[src/rtl/shift_seq_32b_if.sv]
`default_nettype none
// ============================================================================
// Module   : shift_seq_32b_if
// Brief    : Request/result handshake bundle and row controls for shift_seq_32b
// Revision : 1.0
// ============================================================================
interface shift_seq_32b_if #(
    parameter int WIDTH   = 32,
    parameter int SHAMT_W = 5
);
    logic               in_valid;
    logic               in_ready;
    logic [WIDTH-1:0]   data_in;
    logic [SHAMT_W-1:0] shamt;
    logic               dir;
    logic [1:0]         mode;
    logic               out_valid;
    logic               out_ready;
    logic [WIDTH-1:0]   data_out;
    logic               l_shift;
    logic               r_shift;
    logic               no_shift;
    logic               busy;

    modport master (
        output in_valid, data_in, shamt, dir, mode, out_ready,
        input  in_ready, out_valid, data_out, l_shift, r_shift, no_shift, busy
    );

    modport slave (
        input  in_valid, data_in, shamt, dir, mode, out_ready,
        output in_ready, out_valid, data_out, l_shift, r_shift, no_shift, busy
    );
endinterface
`default_nettype wire

[src/rtl/shift_seq_32b.sv]
`default_nettype none
// ============================================================================
// Module   : shift_seq_32b
// Brief    : Bit-serial shift sequencer, one bit position per clock
// Revision : 1.0
// ============================================================================
module shift_seq_32b #(
    parameter int WIDTH   = 32,
    parameter int SHAMT_W = 5
) (
    input  wire logic    clk,
    input  wire logic    reset_n,
    shift_seq_32b_if.slave bus
);
    localparam logic [1:0] c_mode_arith  = 2'b01;
    localparam logic [1:0] c_mode_rotate = 2'b10;

    typedef enum logic [1:0] {
        S_IDLE  = 2'd0,
        S_SHIFT = 2'd1,
        S_DONE  = 2'd2
    } state_t;

    state_t             r_state;
    logic [WIDTH-1:0]   r_word;
    logic [SHAMT_W-1:0] r_count;
    logic               r_dir;
    logic [1:0]         r_mode;
    logic               r_in_ready;
    logic               r_out_valid;
    logic               r_l_shift;
    logic               r_r_shift;
    logic               r_no_shift;
    logic               r_busy;

    logic               w_fill_l;
    logic               w_fill_r;
    logic [WIDTH-1:0]   w_left;
    logic [WIDTH-1:0]   w_right;
    logic [WIDTH-1:0]   w_next;

    // Arithmetic left is deliberately identical to logical left (zero fill).
    assign w_fill_l = (r_mode == c_mode_rotate) ? r_word[WIDTH-1] : 1'b0;
    assign w_fill_r = (r_mode == c_mode_rotate) ? r_word[0]       :
                      (r_mode == c_mode_arith)  ? r_word[WIDTH-1] : 1'b0;

    assign w_left  = {r_word[WIDTH-2:0], w_fill_l};
    assign w_right = {w_fill_r, r_word[WIDTH-1:1]};

    // One 1-bit cell per row position, steered by the registered controls.
    for (genvar i = 0; i < WIDTH; i++) begin : g_bit
        assign w_next[i] = r_l_shift ? w_left[i] :
                           r_r_shift ? w_right[i] : r_word[i];
    end

    always_ff @(posedge clk) begin
        if (!reset_n) begin
            r_state     <= S_IDLE;
            r_word      <= '0;
            r_count     <= '0;
            r_dir       <= 1'b0;
            r_mode      <= 2'b00;
            r_in_ready  <= 1'b1;
            r_out_valid <= 1'b0;
            r_l_shift   <= 1'b0;
            r_r_shift   <= 1'b0;
            r_no_shift  <= 1'b1;
            r_busy      <= 1'b0;
        end else begin
            case (r_state)
                S_IDLE: begin
                    if (bus.in_valid) begin
                        r_word     <= bus.data_in;
                        r_count    <= bus.shamt;
                        r_dir      <= bus.dir;
                        r_mode     <= bus.mode;
                        r_in_ready <= 1'b0;
                        r_busy     <= 1'b1;
                        if (bus.shamt == '0) begin
                            r_state     <= S_DONE;
                            r_out_valid <= 1'b1;
                        end else begin
                            r_state    <= S_SHIFT;
                            r_l_shift  <= bus.dir;
                            r_r_shift  <= ~bus.dir;
                            r_no_shift <= 1'b0;
                        end
                    end
                end
                S_SHIFT: begin
                    r_word  <= w_next;
                    r_count <= r_count - 1'b1;
                    if (r_count == SHAMT_W'(1)) begin
                        r_state     <= S_DONE;
                        r_out_valid <= 1'b1;
                        r_l_shift   <= 1'b0;
                        r_r_shift   <= 1'b0;
                        r_no_shift  <= 1'b1;
                    end
                end
                S_DONE: begin
                    if (bus.out_ready) begin
                        r_state     <= S_IDLE;
                        r_out_valid <= 1'b0;
                        r_in_ready  <= 1'b1;
                        r_busy      <= 1'b0;
                    end
                end
                default: begin
                    r_state     <= S_IDLE;
                    r_in_ready  <= 1'b1;
                    r_out_valid <= 1'b0;
                    r_l_shift   <= 1'b0;
                    r_r_shift   <= 1'b0;
                    r_no_shift  <= 1'b1;
                    r_busy      <= 1'b0;
                end
            endcase
        end
    end

    assign bus.in_ready  = r_in_ready;
    assign bus.out_valid = r_out_valid;
    assign bus.data_out  = r_word;
    assign bus.l_shift   = r_l_shift;
    assign bus.r_shift   = r_r_shift;
    assign bus.no_shift  = r_no_shift;
    assign bus.busy      = r_busy;
endmodule
`default_nettype wire

[src/flat_wrapper.sv]
// flat-port wrapper written by rule: the top's interface ports become plain ports
module shift_seq_32b_flat 
#(
    parameter int WIDTH   = 32,
    parameter int SHAMT_W = 5
)
  (clk, reset_n, bus_in_valid, bus_data_in, bus_shamt, bus_dir, bus_mode, bus_out_ready, bus_in_ready, bus_out_valid, bus_data_out, bus_l_shift, bus_r_shift, bus_no_shift, bus_busy);
  shift_seq_32b_if #(.WIDTH(WIDTH), .SHAMT_W(SHAMT_W)) bus_i ();
  input  wire logic clk;
  input  wire logic reset_n;
  input wire logic [$bits(bus_i.in_valid)-1:0] bus_in_valid;
  input wire logic [$bits(bus_i.data_in)-1:0] bus_data_in;
  input wire logic [$bits(bus_i.shamt)-1:0] bus_shamt;
  input wire logic [$bits(bus_i.dir)-1:0] bus_dir;
  input wire logic [$bits(bus_i.mode)-1:0] bus_mode;
  input wire logic [$bits(bus_i.out_ready)-1:0] bus_out_ready;
  output wire logic [$bits(bus_i.in_ready)-1:0] bus_in_ready;
  output wire logic [$bits(bus_i.out_valid)-1:0] bus_out_valid;
  output wire logic [$bits(bus_i.data_out)-1:0] bus_data_out;
  output wire logic [$bits(bus_i.l_shift)-1:0] bus_l_shift;
  output wire logic [$bits(bus_i.r_shift)-1:0] bus_r_shift;
  output wire logic [$bits(bus_i.no_shift)-1:0] bus_no_shift;
  output wire logic [$bits(bus_i.busy)-1:0] bus_busy;
  assign bus_i.in_valid = bus_in_valid;
  assign bus_i.data_in = bus_data_in;
  assign bus_i.shamt = bus_shamt;
  assign bus_i.dir = bus_dir;
  assign bus_i.mode = bus_mode;
  assign bus_i.out_ready = bus_out_ready;
  assign bus_in_ready = bus_i.in_ready;
  assign bus_out_valid = bus_i.out_valid;
  assign bus_data_out = bus_i.data_out;
  assign bus_l_shift = bus_i.l_shift;
  assign bus_r_shift = bus_i.r_shift;
  assign bus_no_shift = bus_i.no_shift;
  assign bus_busy = bus_i.busy;
  shift_seq_32b #(.WIDTH(WIDTH), .SHAMT_W(SHAMT_W)) u_core (.clk(clk), .reset_n(reset_n), .bus(bus_i));
endmodule
[config.mk]
export PLATFORM = sky130hd
export DESIGN_NAME = shift_seq_32b_flat
export DESIGN_NICKNAME = d
export VERILOG_FILES = /design/src/rtl/shift_seq_32b_if.sv /design/src/rtl/shift_seq_32b.sv /design/src/flat_wrapper.sv
export SDC_FILE = /design/constraint.sdc
export NUM_CORES = 1
export LEC_CHECK = 0
export ABC_CLOCK_PERIOD_IN_PS = 2100
export BUFFER_PORTS_ARGS = -buffer_cell sky130_fd_sc_hd__buf_2
export CORE_MARGIN = 8
export CORE_UTILIZATION = 50
export DETAILED_ROUTE_END_ITERATION = 7
export PLACE_DENSITY_LB_ADDON = 0.05
export SLEW_MARGIN = 30
export SYNTH_ARGS = -nofsm -noshare
export SYNTH_HDL_FRONTEND = slang
export SYNTH_SLANG_ARGS = --single-unit
[constraint.sdc]
create_clock -name clk -period 2.1 [get_ports clk]
set_input_delay 0.42 -clock clk [delete_from_list [all_inputs] [get_ports clk]]
set_output_delay 0.42 -clock clk [all_outputs]
set_load 0.03 [all_outputs]
=== Yosys cells after proc, flatten, opt, wreduce, memory -nomap -nowiden ===
Cells that the tools add are included.

* Output and inout bits: 38
* Bits in registers: 47
* Word-level logic and storage cells: 134

* Bitwise gates (word level): 3
* Mux-type cells: 96
* Add/sub/neg operators: 1
* Reductions and logical operators: 11
* Eq/ne operators: 12

{| class="wikitable"
|+ Operators by type and width
! cell !! count
|-
| two-way mux 1 bit || 81
|-
| one-hot mux 32 bit (2 select lines) || 1
|-
| two-way mux 32 bit || 1
|-
| one-hot mux 1 bit (3 select lines) || 6
|-
| AND reduction 4 bit || 3
|-
| one-hot mux 5 bit (2 select lines) || 1
|-
| AND reduction 3 bit || 3
|-
| two-way mux 2 bit || 4
|-
| inequality test 2 bit (second input constant) || 3
|-
| one-hot mux 2 bit (3 select lines) || 1
|-
| == test 5 x 1 -> 1 bit (second input constant) || 1
|-
| zero test 5 bit || 1
|-
| two-way mux 5 bit || 1
|-
| subtractor 5 x 1 -> 5 bit (second input constant) || 1
|-
| == test 2 x 1 -> 1 bit (second input constant) || 2
|-
| == test 2 bit (second input constant) || 2
|-
| inequality test 2 x 1 -> 1 bit (second input constant) || 2
|-
| inequality test 4 x 2 -> 1 bit (second input constant) || 1
|-
| AND reduction 2 bit || 2
|-
| inequality test 3 x 1 -> 1 bit (second input constant) || 1
|-
| NOT 1 bit || 3
|-
| zero test 2 bit || 1
|-
| nonzero test 2 bit || 1
|}

=== Depth between registers and ports, before layout ===
* Depth after elaboration: 6
* Mapped depth: 6
* Gate-level depth less buffers: 6

=== Worst setup path after synthesis ===
Ideal clock, no wire load.

* Path kind: register to register
* Start point: register u_core.r_l_shift (netlist: u_core.bus.l_shift)
* End point: register u_core.r_word[10] (netlist: u_core.bus.data_out[10])
* Stages on the path, launching flop included: 7
* Library setup time: 0.132 ns
* Data arrival time: 1.403 ns
* Required time: 1.968 ns
* Slack: 0.564 ns
* Path through: dfxtp_1 buf_6 buf_4 mux2i_1 nand2_1 o211ai_1 a21oi_1

* Longest elaborated chain between the ends: 2
* Elaborated cells on any way between the ends: 4
* Classes of those cells: eq/ne (1); mux (2); reduce/logical (1)

{| class="wikitable"
|+ Ends and longest elaborated chain
! what !! line !! source
|-
| start, declared || shift_seq_32b.sv:31 || <nowiki>logic r_l_shift;</nowiki>
|-
| start signal, assigned || shift_seq_32b.sv:84 || <nowiki>r_l_shift <= bus.dir;</nowiki>
|-
| inequality test 3 x 1 -> 1 bit (no line) / two-way mux 1 bit (equally long branches) || n/a ||
|-
| AND reduction 3 bit (no line) / one-hot mux 32 bit (2 select lines) (equally long branches) || n/a ||
|-
| end signal, assigned || shift_seq_32b.sv:73 || <nowiki>r_word <= bus.data_in;</nowiki>
|-
| end signal, assigned || shift_seq_32b.sv:91 || <nowiki>r_word <= w_next;</nowiki>
|-
| end, declared || shift_seq_32b.sv:25 || <nowiki>logic [WIDTH-1:0] r_word;</nowiki>
|}

Several ways; a longest one is shown, not always the timed one.
A chain may end at the register's enable or synchronous reset.

=== Worst setup path in the final report ===
* Start point: register u_core.r_l_shift (netlist: u_core.bus.l_shift)
* End point: output port bus_l_shift

{| class="wikitable"
|+ RTL lines
! what !! line !! source
|-
| end, declared || flat_wrapper.sv:20 || <nowiki>output wire logic [$bits(bus_i.l_shift)-1:0] bus_l_shift;</nowiki>
|}

No word-level cell between the ends.

==> results.json <==
{
  "status": "finished, final reports clean",
  "wl_per_cell_um": 15.06,
  "drt_wl_total_um": 6941,
  "max_freq_ghz": 0.5822,
  "start_kind": "flip-flop",
  "synth_fp_nets": 365,
  "rsz0062_at_grt": "false",
  "reg2reg_depth": 4,
  "leakage_nw": 1.271,
  "r2r_end": "u_core.bus.data_out[0]",
  "cp_max_fo": 18,
  "die_x_um": 88.60,
  "cp_slowest_cell": "dfxtp_2",
  "fin_ws_ps": 382.5,
  "drc": 0,
  "synth_cell_types": 43,
  "grt_max_degree": 32,
  "finalSetupViolations": 0,
  "grt.busiest_layer": "met2",
  "grt_pass1_vias": 2441,
  "post-cts-setup-buffers": 0,
  "power.total_mw": 3.017,
  "cap_violations": 0,
  "fillers": 486,
  "drive_gt1_frac": 0.2711,
  "vias_per_cell": 5.514,
  "start_util": 0.5159,
  "skew_ps": 4.714,
  "grtUsageTotal": 0.1766,
  "numPortBuffers": 81,
  "drv_slew": 0,
  "synth_top_area_frac": 0.3571,
  "worst_path_largest_cell_delay_ps": 420,
  "ir_worst_vdd_mv": 0.4312,
  "worst_pin_slew_ps": 582.0,
  "dp_slack_ps": 398.4,
  "htreeDepth": 2,
  "clockBufferDepth": 2,
  "finalCritPeriodShare": 0.8179,
  "rrSetupSlack_ps": 390,
  "synth-main-ff-cell": "dfxtp_1",
  "cts.sinks": 47,
  "grt_use_met3": 0.03621,
  "hp-class": "in -> reg",
  "hold_end": "u_core.r_mode[1]",
  "clk_pin_slew_ps": 80,
  "postRouteAntennaNets": 0,
  "antenna_found_initial": 0,
  "cp-end-kind": "output pin",
  "syn_avg_cell_area_um2": 8.260,
  "gr-usage-met2": 0.2960,
  "synth-edff-count": 0,
  "cts-root-buf": "clkbuf_8",
  "synthesis.area_um2": 2635,
  "fin_nets": 437,
  "crit_chain": "buf_4 > buf_2",
  "p_per_area_nw_per_um2": 962.4,
  "critPathKind": "reg -> out",
  "hp-start": "bus_mode[1]",
  "cts_buffers": 5,
  "ys_warn_count": 0,
  "cts_hold_buf": 0,
  "hpwlAfterDp_um": 5077,
  "io_pins": 82,
  "num_vias": 2542,
  "n_antenna_cell": 0,
  "overflow": 0,
  "gp_congestion": 0.8480,
  "dpl.cell_count": 454,
  "hold_depth": 3,
  "final_hold_viol_count": 0,
  "die_area_um2": 7849,
  "final_cells": 461,
  "yosysSeqAreaShare": 0.3571,
  "finalCriticalPeriod_ps": 1717,
  "crit_family": "buffers and inverters",
  "synth_top_area_cell": "dfxtp_1",
  "row_count": 26,
  "async_flop_share": 0,
  "core_area_um2": 5107,
  "tns_ps": 0,
  "first_pass_iters": 4,
  "drtIter0Drc": 107,
  "cts_tree": "built",
  "slew_headroom": 0.6116,
  "insertion_delay_ps": 290,
  "crit_buf_inv": 2,
  "grtUsageMet1": 0.2254,
  "syn2layout_area_growth_pct": 18.99,
  "r2r_start": "u_core.r_state[1]",
  "grt_pass1_wl_um": 11310,
  "cp_data_required_time_ps": 1680,
  "post_cts_resize_count": 0,
  "synth_area_leaders": "dfxtp_1, mux2i_1, nand2_1",
  "synth_cells": 319,
  "die_h_um": 88.60,
  "holdWs_ps": 379.1,
  "synth_seq_cells": 47,
  "crit_arrival_ps": 1300
}
cells in the final DEF, fill, tap and decap left out, drive strengths merged, types with 4 or more instances in the layout:
cell,count
nand2,68
nor3,4
a211oi,5
mux2i,32
o21ai,8
clkbuf,6
o211ai,31
nor2,10
nand3,5
dfxtp,47
a21oi,38
buf,91
inv,8
how the worst max path moves through the flow:
stage                                  start                      end  cells past startpoint
after global routing       u_core.r_state[1]   u_core.bus.data_out[0]                      4
after global placement     u_core.r_state[1]   u_core.bus.data_out[0]                      4
after detailed placement        bus_in_valid   u_core.bus.data_out[0]                      5
after CTS                 u_core.bus.l_shift              bus_l_shift                      2
after floorplan           u_core.bus.l_shift  u_core.bus.data_out[10]                      6
final                     u_core.bus.l_shift              bus_l_shift                      2
routing by layer:
layer | share of wire | routed length, um
met1 | 0.47 | 3250
met2 | 0.46 | 3195
met3 | 0.065 | 448
met4 | 0.0069 | 48
met5 | 0 | 0
kinds of logic (layout without fill, tap and decap cells):
logic type / count (synthesis) / count (layout) / synth area share
and+or+nand+nor: 103 / 103 / 0.1785
AOI/OAI and AO/OA: 101 / 101 / 0.2564
DFF: 47 / 47 / 0.3571
buffers and inverters: 34 / 106 / 0.07692
muxes: 32 / 32 / 0.1216
adders and majority gates: 2 / 2 / 0.009495
worst min-delay path, stage by stage:
cell	delay, ps
buf_2	100
nand3_1	60
a21oi_1	50
where the power goes:
part	total, mW	leakage (nW)	switching (mW)	internal [mW]
Combinational	1.16	0.831	0.736	0.429
Clock	0.649	0.0513	0.299	0.350
Sequential	1.20	0.388	0.162	1.04
Total	3.02	1.27	1.20	1.82
cell usage after synthesis, drive strengths merged, types with 5 or more instances:
library cell / instances
mux2i: 32
clkbuf: 6
dfxtp: 47
nand3: 5
o211ai: 31
inv: 8
buf: 20
a211oi: 5
o21ai: 8
nor2: 10
nand2: 68
a21oi: 38
state kept, by name, summed over array words and instances (netlist names):
name / count
u_core.bus.busy: 1
u_core.bus.no_shift: 1
u_core.r_state: 2
u_core.bus.l_shift: 1
u_core.r_mode: 2
u_core.bus.in_ready: 1
u_core.bus.r_shift: 1
u_core.r_count: 5
u_core.bus.data_out: 32
u_core.bus.out_valid: 1
layout make-up:
cell class | count | area [um2] | area share
Sequential cell | 47 | 942.2 | 0.3005
Tap cell | 70 | 87.58 | 0.02793
Timing Repair Buffer | 91 | 480.5 | 0.1532
Clock buffer | 6 | 72.57 | 0.02314
Multi-Input combinational cell | 238 | 1493 | 0.4761
Clock inverter | 1 | 30.03 | 0.009577
Inverter | 8 | 30.03 | 0.009577
stage by stage:
step / cell area (um2) / utilization
2_1_floorplan: 2635 / -
4_1_cts: 3136 / 0.6139
3_3_place_gp: 3033 / 0.5938
5_1_grt: 3136 / 0.6139
3_5_place_dp: 3033 / 0.5938
6_report: 3136 / 0.6139
Note: power is estimated with default switching activity, not from simulation.
